File: src/rtl/simple_cnn_param.sv
// Single-layer CNN classifier: KxK valid conv, saturating ReLU, FC to NCLASS scores, argmax; one MAC/cycle.
// Optional per-class FC bias input enabled by defining SCNN_BIAS_EN.
module simple_cnn_param #(
    parameter int IMG_W  = 5,
    parameter int IMG_H  = 5,
    parameter int PIX_W  = 8,
    parameter int K      = 3,
    parameter int W_W    = 8,
    parameter int NCLASS = 4,
    parameter int ACC_W  = 24
) (
    input  logic                                               CLK,
    input  logic                                               RST,
    input  logic                                               START,
    input  logic [IMG_W*IMG_H*PIX_W-1:0]                       IMGIN,
    input  logic [K*K*W_W-1:0]                                 KERNIN,
    input  logic [NCLASS*(IMG_W-K+1)*(IMG_H-K+1)*W_W-1:0]      WGTIN,
`ifdef SCNN_BIAS_EN
    input  logic [NCLASS*W_W-1:0]                              BIASIN,
`endif
    output logic                                               BUSY,
    output logic                                               DONE,
    output logic [$clog2(NCLASS)-1:0]                          OUT
);
    localparam int OW  = IMG_W - K + 1;
    localparam int OH  = IMG_H - K + 1;
    localparam int NF  = OW * OH;
    localparam int CW  = $clog2(NCLASS);
    localparam int CTW = 16;
    localparam logic [CTW-1:0] K_LAST  = CTW'(K - 1);
    localparam logic [CTW-1:0] OX_LAST = CTW'(OW - 1);
    localparam logic [CTW-1:0] OY_LAST = CTW'(OH - 1);
    localparam logic [CTW-1:0] F_LAST  = CTW'(NF - 1);
    localparam logic [CTW-1:0] C_LAST  = CTW'(NCLASS - 1);
    localparam logic signed [ACC_W-1:0] PIX_MAX = ACC_W'((1 << PIX_W) - 1);

    typedef enum logic [1:0] {S_IDLE, S_CONV, S_FC, S_FIN} state_t;
    state_t state, state_next;

    logic [IMG_W*IMG_H*PIX_W-1:0] img_r;
    logic [K*K*W_W-1:0]           ker_r;
    logic [NCLASS*NF*W_W-1:0]     wgt_r;
    logic [NF*PIX_W-1:0]          feat_r;
    logic [CTW-1:0]               kx, ky, ox, oy, f, c;
    logic signed [ACC_W-1:0]      acc, op_a, op_b, sum, best, acc_init;
    logic [CW-1:0]                best_idx;
    logic [31:0]                  pix_sel, tap_sel, feat_sel, wgt_sel;
    logic [PIX_W-1:0]             feat_val;
    logic                         tap_last, conv_last, f_last, fc_last;
`ifdef SCNN_BIAS_EN
    logic [NCLASS*W_W-1:0]        bias_r;
    logic [31:0]                  bias_sel;
`endif

    always_comb begin
        tap_last  = (kx == K_LAST) && (ky == K_LAST);
        conv_last = tap_last && (ox == OX_LAST) && (oy == OY_LAST);
        f_last    = (f == F_LAST);
        fc_last   = f_last && (c == C_LAST);
        pix_sel   = (32'(oy) + 32'(ky)) * IMG_W + 32'(ox) + 32'(kx);
        tap_sel   = 32'(ky) * K + 32'(kx);
        feat_sel  = (state == S_FC) ? 32'(f) : 32'(oy) * OW + 32'(ox);
        wgt_sel   = 32'(c) * NF + 32'(f);
        op_a      = '0;
        op_b      = '0;
        if (state == S_CONV) begin
            op_a = ACC_W'(img_r[pix_sel*PIX_W +: PIX_W]);
            op_b = ACC_W'($signed(ker_r[tap_sel*W_W +: W_W]));
        end else if (state == S_FC) begin
            op_a = ACC_W'(feat_r[feat_sel*PIX_W +: PIX_W]);
            op_b = ACC_W'($signed(wgt_r[wgt_sel*W_W +: W_W]));
        end
        sum = acc + op_a * op_b;
        if (sum[ACC_W-1])
            feat_val = '0;
        else if (sum > PIX_MAX)
            feat_val = PIX_MAX[PIX_W-1:0];
        else
            feat_val = sum[PIX_W-1:0];
        // Seed for the next FC accumulation: class 0 when leaving CONV, class c+1 inside FC.
`ifdef SCNN_BIAS_EN
        bias_sel = (state == S_FC) ? 32'(c) + 32'd1 : 32'd0;
        acc_init = (bias_sel < NCLASS) ? ACC_W'($signed(bias_r[bias_sel*W_W +: W_W])) : '0;
`else
        acc_init = '0;
`endif
    end

    always_comb begin
        state_next = state;
        BUSY       = (state != S_IDLE);
        case (state)
            S_IDLE:  if (START) state_next = S_CONV;
            S_CONV:  if (conv_last) state_next = S_FC;
            S_FC:    if (fc_last) state_next = S_FIN;
            S_FIN:   state_next = S_IDLE;
            default: state_next = S_IDLE;
        endcase
    end

    always_ff @(posedge CLK) begin
        if (RST) state <= S_IDLE;
        else     state <= state_next;
    end

    always_ff @(posedge CLK) begin
        if (state == S_IDLE && START) begin
            img_r <= IMGIN;
            ker_r <= KERNIN;
            wgt_r <= WGTIN;
`ifdef SCNN_BIAS_EN
            bias_r <= BIASIN;
`endif
        end
        if (state == S_CONV && tap_last)
            feat_r[feat_sel*PIX_W +: PIX_W] <= feat_val;
    end

    always_ff @(posedge CLK) begin
        if (RST) begin
            acc      <= '0;
            kx       <= '0;
            ky       <= '0;
            ox       <= '0;
            oy       <= '0;
            f        <= '0;
            c        <= '0;
            best     <= '0;
            best_idx <= '0;
            DONE     <= 1'b0;
            OUT      <= '0;
        end else begin
            DONE <= 1'b0;
            case (state)
                S_IDLE: begin
                    if (START) begin
                        acc <= '0;
                        kx  <= '0;
                        ky  <= '0;
                        ox  <= '0;
                        oy  <= '0;
                        f   <= '0;
                        c   <= '0;
                    end
                end
                S_CONV: begin
                    if (tap_last) acc <= conv_last ? acc_init : '0;
                    else          acc <= sum;
                    if (kx != K_LAST) begin
                        kx <= kx + 1'b1;
                    end else begin
                        kx <= '0;
                        if (ky != K_LAST) begin
                            ky <= ky + 1'b1;
                        end else begin
                            ky <= '0;
                            if (ox != OX_LAST) begin
                                ox <= ox + 1'b1;
                            end else begin
                                ox <= '0;
                                oy <= oy + 1'b1;
                            end
                        end
                    end
                end
                S_FC: begin
                    if (f_last) begin
                        acc <= acc_init;
                        if (c == '0 || sum > best) begin
                            best     <= sum;
                            best_idx <= CW'(c);
                        end
                        f <= '0;
                        c <= c + 1'b1;
                    end else begin
                        acc <= sum;
                        f   <= f + 1'b1;
                    end
                end
                S_FIN: begin
                    DONE <= 1'b1;
                    OUT  <= best_idx;
                end
                default: ;
            endcase
        end
    end
endmodule

File: config.mk
export PLATFORM = sky130hd
export DESIGN_NAME = simple_cnn_param
export DESIGN_NICKNAME = d
export VERILOG_FILES = /design/src/rtl/simple_cnn_param.sv
export SDC_FILE = /design/constraint.sdc
export NUM_CORES = 1
export LEC_CHECK = 0
export ABC_CLOCK_PERIOD_IN_PS = 19300
export BUFFER_PORTS_ARGS = -buffer_cell sky130_fd_sc_hd__buf_2
export CAP_MARGIN = 20
export CORE_MARGIN = 2
export CORE_UTILIZATION = 35
export DETAILED_ROUTE_END_ITERATION = 8
export PLACE_DENSITY = 0.57
export SLEW_MARGIN = 30
export SYNTH_ARGS = -nofsm -noshare
export SYNTH_HDL_FRONTEND = slang
export SYNTH_SLANG_ARGS = --single-unit
File: constraint.sdc
create_clock -name CLK -period 19.3 [get_ports CLK]
set_input_delay 1.93 -clock CLK [delete_from_list [all_inputs] [get_ports CLK]]
set_output_delay 1.93 -clock CLK [all_outputs]
set_load 0.05 [all_outputs]
==> impl_metrics.env <==
export IMPL_tightest_slew_ns=0.970
export IMPL_ys_warnings_count=0
export IMPL_hold_class="flip-flop to flip-flop"
export IMPL_cts_buffers=84
export IMPL_post_cts_resized=0
export IMPL_whs_path_depth=2
export IMPL_finalNetCount=4509
export IMPL_drt_first_pass_iters=5
export IMPL_synth_ff_type="edfxtp_1"
export IMPL_crit_fanout=24
export IMPL_p_seq_frac=0.343
export IMPL_grt_usage=0.175
export IMPL_grt_pass1_vias=26600
export IMPL_start_util=0.354
export IMPL_worstRegToRegCells=53
export IMPL_dieArea_mm2=0.121
export IMPL_worstSetupEndpointType="flip-flop"
export IMPL_rsz0062_at_grt="false"
export IMPL_placementRows=125
export IMPL_syn_area_mm2=0.0412
export IMPL_p_comb_frac=0.413
export IMPL_post_route_period_util=0.732
export IMPL_max_vdd_ir_drop_v=0.000248
export IMPL_wl_met2_um=53100
export IMPL_max_cap_violations=0
export IMPL_path_class="flip-flop to flip-flop"
export IMPL_ioPinCount=567
export IMPL_dieWidth_um=347
export IMPL_fin_area_mm2=0.0488
export IMPL_synth_avg_cell_area_um2=13.9
export IMPL_grt_max_degree=181
export IMPL_maxSlewViolCount=0
export IMPL_synthCells=2964
export IMPL_cts_setup_buffers=0
export IMPL_wl_per_cell_um=20.5
export IMPL_required_ns=19.80
export IMPL_ys_ff_latch=783
export IMPL_place_area_mm2=0.0459
export IMPL_syn_nets=3912
export IMPL_synthArstFlopShare=0
export IMPL_grt_pass1_wl_um=161000
export IMPL_die_h_um=347
export IMPL_numPortBuffers=566
export IMPL_finClkSkew_ns=0.0526
export IMPL_worstSetupStartpointType="flip-flop"
export IMPL_antenna_found_initial=54
export IMPL_p_sw_uw=2540
export IMPL_slew_headroom=0.352
export IMPL_min_from="best[23]$_SDFFE_PP0P_"
export IMPL_cts_hold_buffers_added=0
export IMPL_p_int_uw=4200
export IMPL_topRoutingLayerUsed="met5"
export IMPL_seq_area_frac_synth=0.533
export IMPL_reg2reg_slack_ns=5.17
export IMPL_slowest_stage="a311oi_1"
export IMPL_max_stage_delay_ns=0.65
export IMPL_clockBufferDepth=3
export IMPL_crit_arrival_ns=14.63
export IMPL_wirelength_um=106000
export IMPL_synth_edf_count=632
export IMPL_cts_htree_levels=3
export IMPL_p_sw_frac=0.377
export IMPL_overflow=0
export IMPL_layout_drive_gt1_share=0.275
export IMPL_viasPerCell=4.94
export IMPL_drt_iter0_markers=1660
export IMPL_core_area_mm2=0.117
export IMPL_clockPowerShare=0.244
export IMPL_dp_hpwl_um=79700
export IMPL_area_growth_pct=18.4
export IMPL_dr_wl_met3_um=6300
export IMPL_cts_root_buf="clkbuf_16"
export IMPL_drc=0
export IMPL_period_minus_slack_ns=14.13
export IMPL_status="finished, final reports clean"
export IMPL_hold_viol_final=0
export IMPL_fill_cells=10800
export IMPL_power_total_uw=6740
export IMPL_powerDensity_mw_per_mm2=138
export IMPL_timing_rr_start="oy[1]$_SDFFE_PP0P_"
export IMPL_cts_sinks=783
export IMPL_synth_distinct_cells=86
export IMPL_r2r_end="best[13]$_SDFFE_PP0P_"
export IMPL_clk_insertion_delay_late_ns=0.68
export IMPL_cts_tree="built"
export IMPL_drt_met1_wl_um=43900
export IMPL_clkTransAtPathRegs_ns=0.06
export IMPL_tns_ns=0
export IMPL_max_freq_ghz=0.0708
export IMPL_vias=25600
export IMPL_fin_util=0.419
export IMPL_min_to="best[23]$_SDFFE_PP0P_"
export IMPL_p_leak_uw=0.0192
export IMPL_ant_nets=0
export IMPL_setup_viol=0
export IMPL_gp_congestion=0.867
export IMPL_crit_top_cell="inv_1"
==> cell usage after synthesis, types with 4 or more instances <==
master,instances,share of area
edfxtp_1,632,0.46
inv_1,330,0.030
ha_1,244,0.074
nor2_1,201,0.018
mux4_2,171,0.093
dfxtp_1,151,0.073
fa_1,141,0.068
nand2_1,136,0.012
xnor2_1,95,0.020
a21oi_1,79,0.0096
mux2i_1,58,0.014
o21ai_0,58,0.0070
xor2_1,58,0.012
clkbuf_1,54,0.0049
nand3_1,54,0.0066
a211oi_1,45,0.0082
nor3_1,35,0.0042
nand4_1,34,0.0052
a211oi_2,33,0.010
a21o_1,29,0.0053
a22oi_1,27,0.0049
and2_1,22,0.0033
nor2b_1,22,0.0033
buf_2,21,0.0025
nor4_1,18,0.0027
a22o_1,12,0.0025
nand2b_1,12,0.0018
o22ai_1,12,0.0018
and3_1,11,0.0017
and4_1,10,0.0021
mux2_2,10,0.0027
and2b_1,8,0.0015
or3_1,8,0.0012
buf_1,7,0.00064
buf_8,7,0.0025
nor4b_1,7,0.0015
a31oi_1,6,0.00091
o21ai_1,6,0.00073
a222oi_1,5,0.0012
o21a_1,5,0.00091
o21bai_1,5,0.00091
a2111oi_0,4,0.00085
a311oi_1,4,0.00085
buf_6,4,0.0011
==> per-layer routing <==
metal  vias to the layer above  track usage
met2                       648        0.300
li1                      12100            -
met3                       198       0.0388
met1                     12600        0.222
met4                        48       0.0508
met5                         -            0
==> state kept, by name (all words and copies together) (netlist names), 24 cells and up <==
signal  cells
feat_r     72
img_r     200
ker_r      72
wgt_r     288
acc        24
best       24
==> cell families after synthesis <==
| kind of cell | after synthesis | share of synthesized area |
|---|---|---|
| xor gates and xnor gates | 156 | 0.0339 |
| muxes | 241 | 0.111 |
| DFF | 783 | 0.533 |
| buffers and inverters | 433 | 0.0443 |
| AOI/OAI and AO/OA | 362 | 0.0636 |
| adders and majority gates | 385 | 0.142 |
| and+or+nand+nor | 604 | 0.0714 |
==> worst max-delay path by stage <==
| stage | cells past startpoint | to | from | slack, ns |
|---|---|---|---|---|
| 6_report | 53 | best[13]$_SDFFE_PP0P_ | oy[1]$_SDFFE_PP0P_ | 5.17 |
| 5_1_grt | 54 | best[0]$_SDFFE_PP0P_ | oy[1]$_SDFFE_PP0P_ | 4.27 |
| 4_1_cts | 52 | best[2]$_SDFFE_PP0P_ | oy[1]$_SDFFE_PP0P_ | 4.64 |
| 3_5_place_dp | 52 | best_idx[1]$_SDFFE_PP0P_ | oy[1]$_SDFFE_PP0P_ | 4.66 |
| 3_3_place_gp | 48 | best[4]$_SDFFE_PP0P_ | oy[1]$_SDFFE_PP0P_ | 4.75 |
| 2_1_floorplan | 9 | c[13]$_SDFFE_PP0P_ | START | 3.96 |
==> cell type report <==
type | count | area (µm²) | area share
flip-flops and latches | 783 | 22000 | 0.451
multi-input cells | 1748 | 17600 | 0.360
repair buffers | 609 | 3220 | 0.0659
clock buffers | 95 | 2150 | 0.0441
well taps | 1524 | 1910 | 0.0391
inverters | 335 | 1260 | 0.0259
clock inverters | 57 | 652 | 0.0134
diodes | 25 | 62.6 | 0.00128
==> placed cells by master (no fill, tap or decap), types with 18 or more instances in the layout <==
cell type  Yosys  routed
edfxtp_1     632     632
buf_2         21     566
inv_1        330     329
ha_1         244     240
nor2_1       201     201
mux4_2       171     171
dfxtp_1      151     151
fa_1         141     141
nand2_1      136     136
xnor2_1       95      94
clkbuf_16      0      84
a21oi_1       79      78
o21ai_0       58      58
mux2i_1       58      57
xor2_1        58      54
nand3_1       54      54
a211oi_1      45      45
buf_4          0      37
nand4_1       34      34
a211oi_2      33      33
nor3_1        35      32
a21o_1        29      29
a22oi_1       27      27
diode_2        0      25
nor2b_1       22      22
and2_1        22      22
nor4_1        18      18
clkinv_1       2      18
==> power by group through the flow <==
stage | logic, µW | clock network, µW | registers, µW
floorplan | 2120 | 0 | 2490
global placement | 2780 | 0 | 2350
detailed placement | 2790 | 0 | 2350
CTS | 2800 | 1680 | 2320
global route | 3060 | 1750 | 2340
finish | 2780 | 1640 | 2320
==> stage by stage <==
step | setup WS (ns) | hold slack [ns] | std cells
2_1_floorplan | 3.96 | 0.449 | 2964
3_3_place_gp | 4.75 | 0.461 | 4997
3_5_place_dp | 4.66 | 0.467 | 4997
4_1_cts | 4.64 | 0.478 | 5149
5_1_grt | 4.27 | 0.512 | 5172
6_report | 5.17 | 0.472 | 5176
==> critical path, delay by kind of cell, from the launching register on <==
| family | cells | cell delay, ns |
|---|---|---|
| fa+ha+maj | 14 | 5.69 |
| compound gates | 12 | 2.93 |
| simple gates | 11 | 1.74 |
| xor+xnor | 4 | 1.43 |
| buf+inv | 11 | 1.32 |
| flops | 1 | 0.55 |
| mux | 1 | 0.24 |
Power figures use the tool's default switching activity.
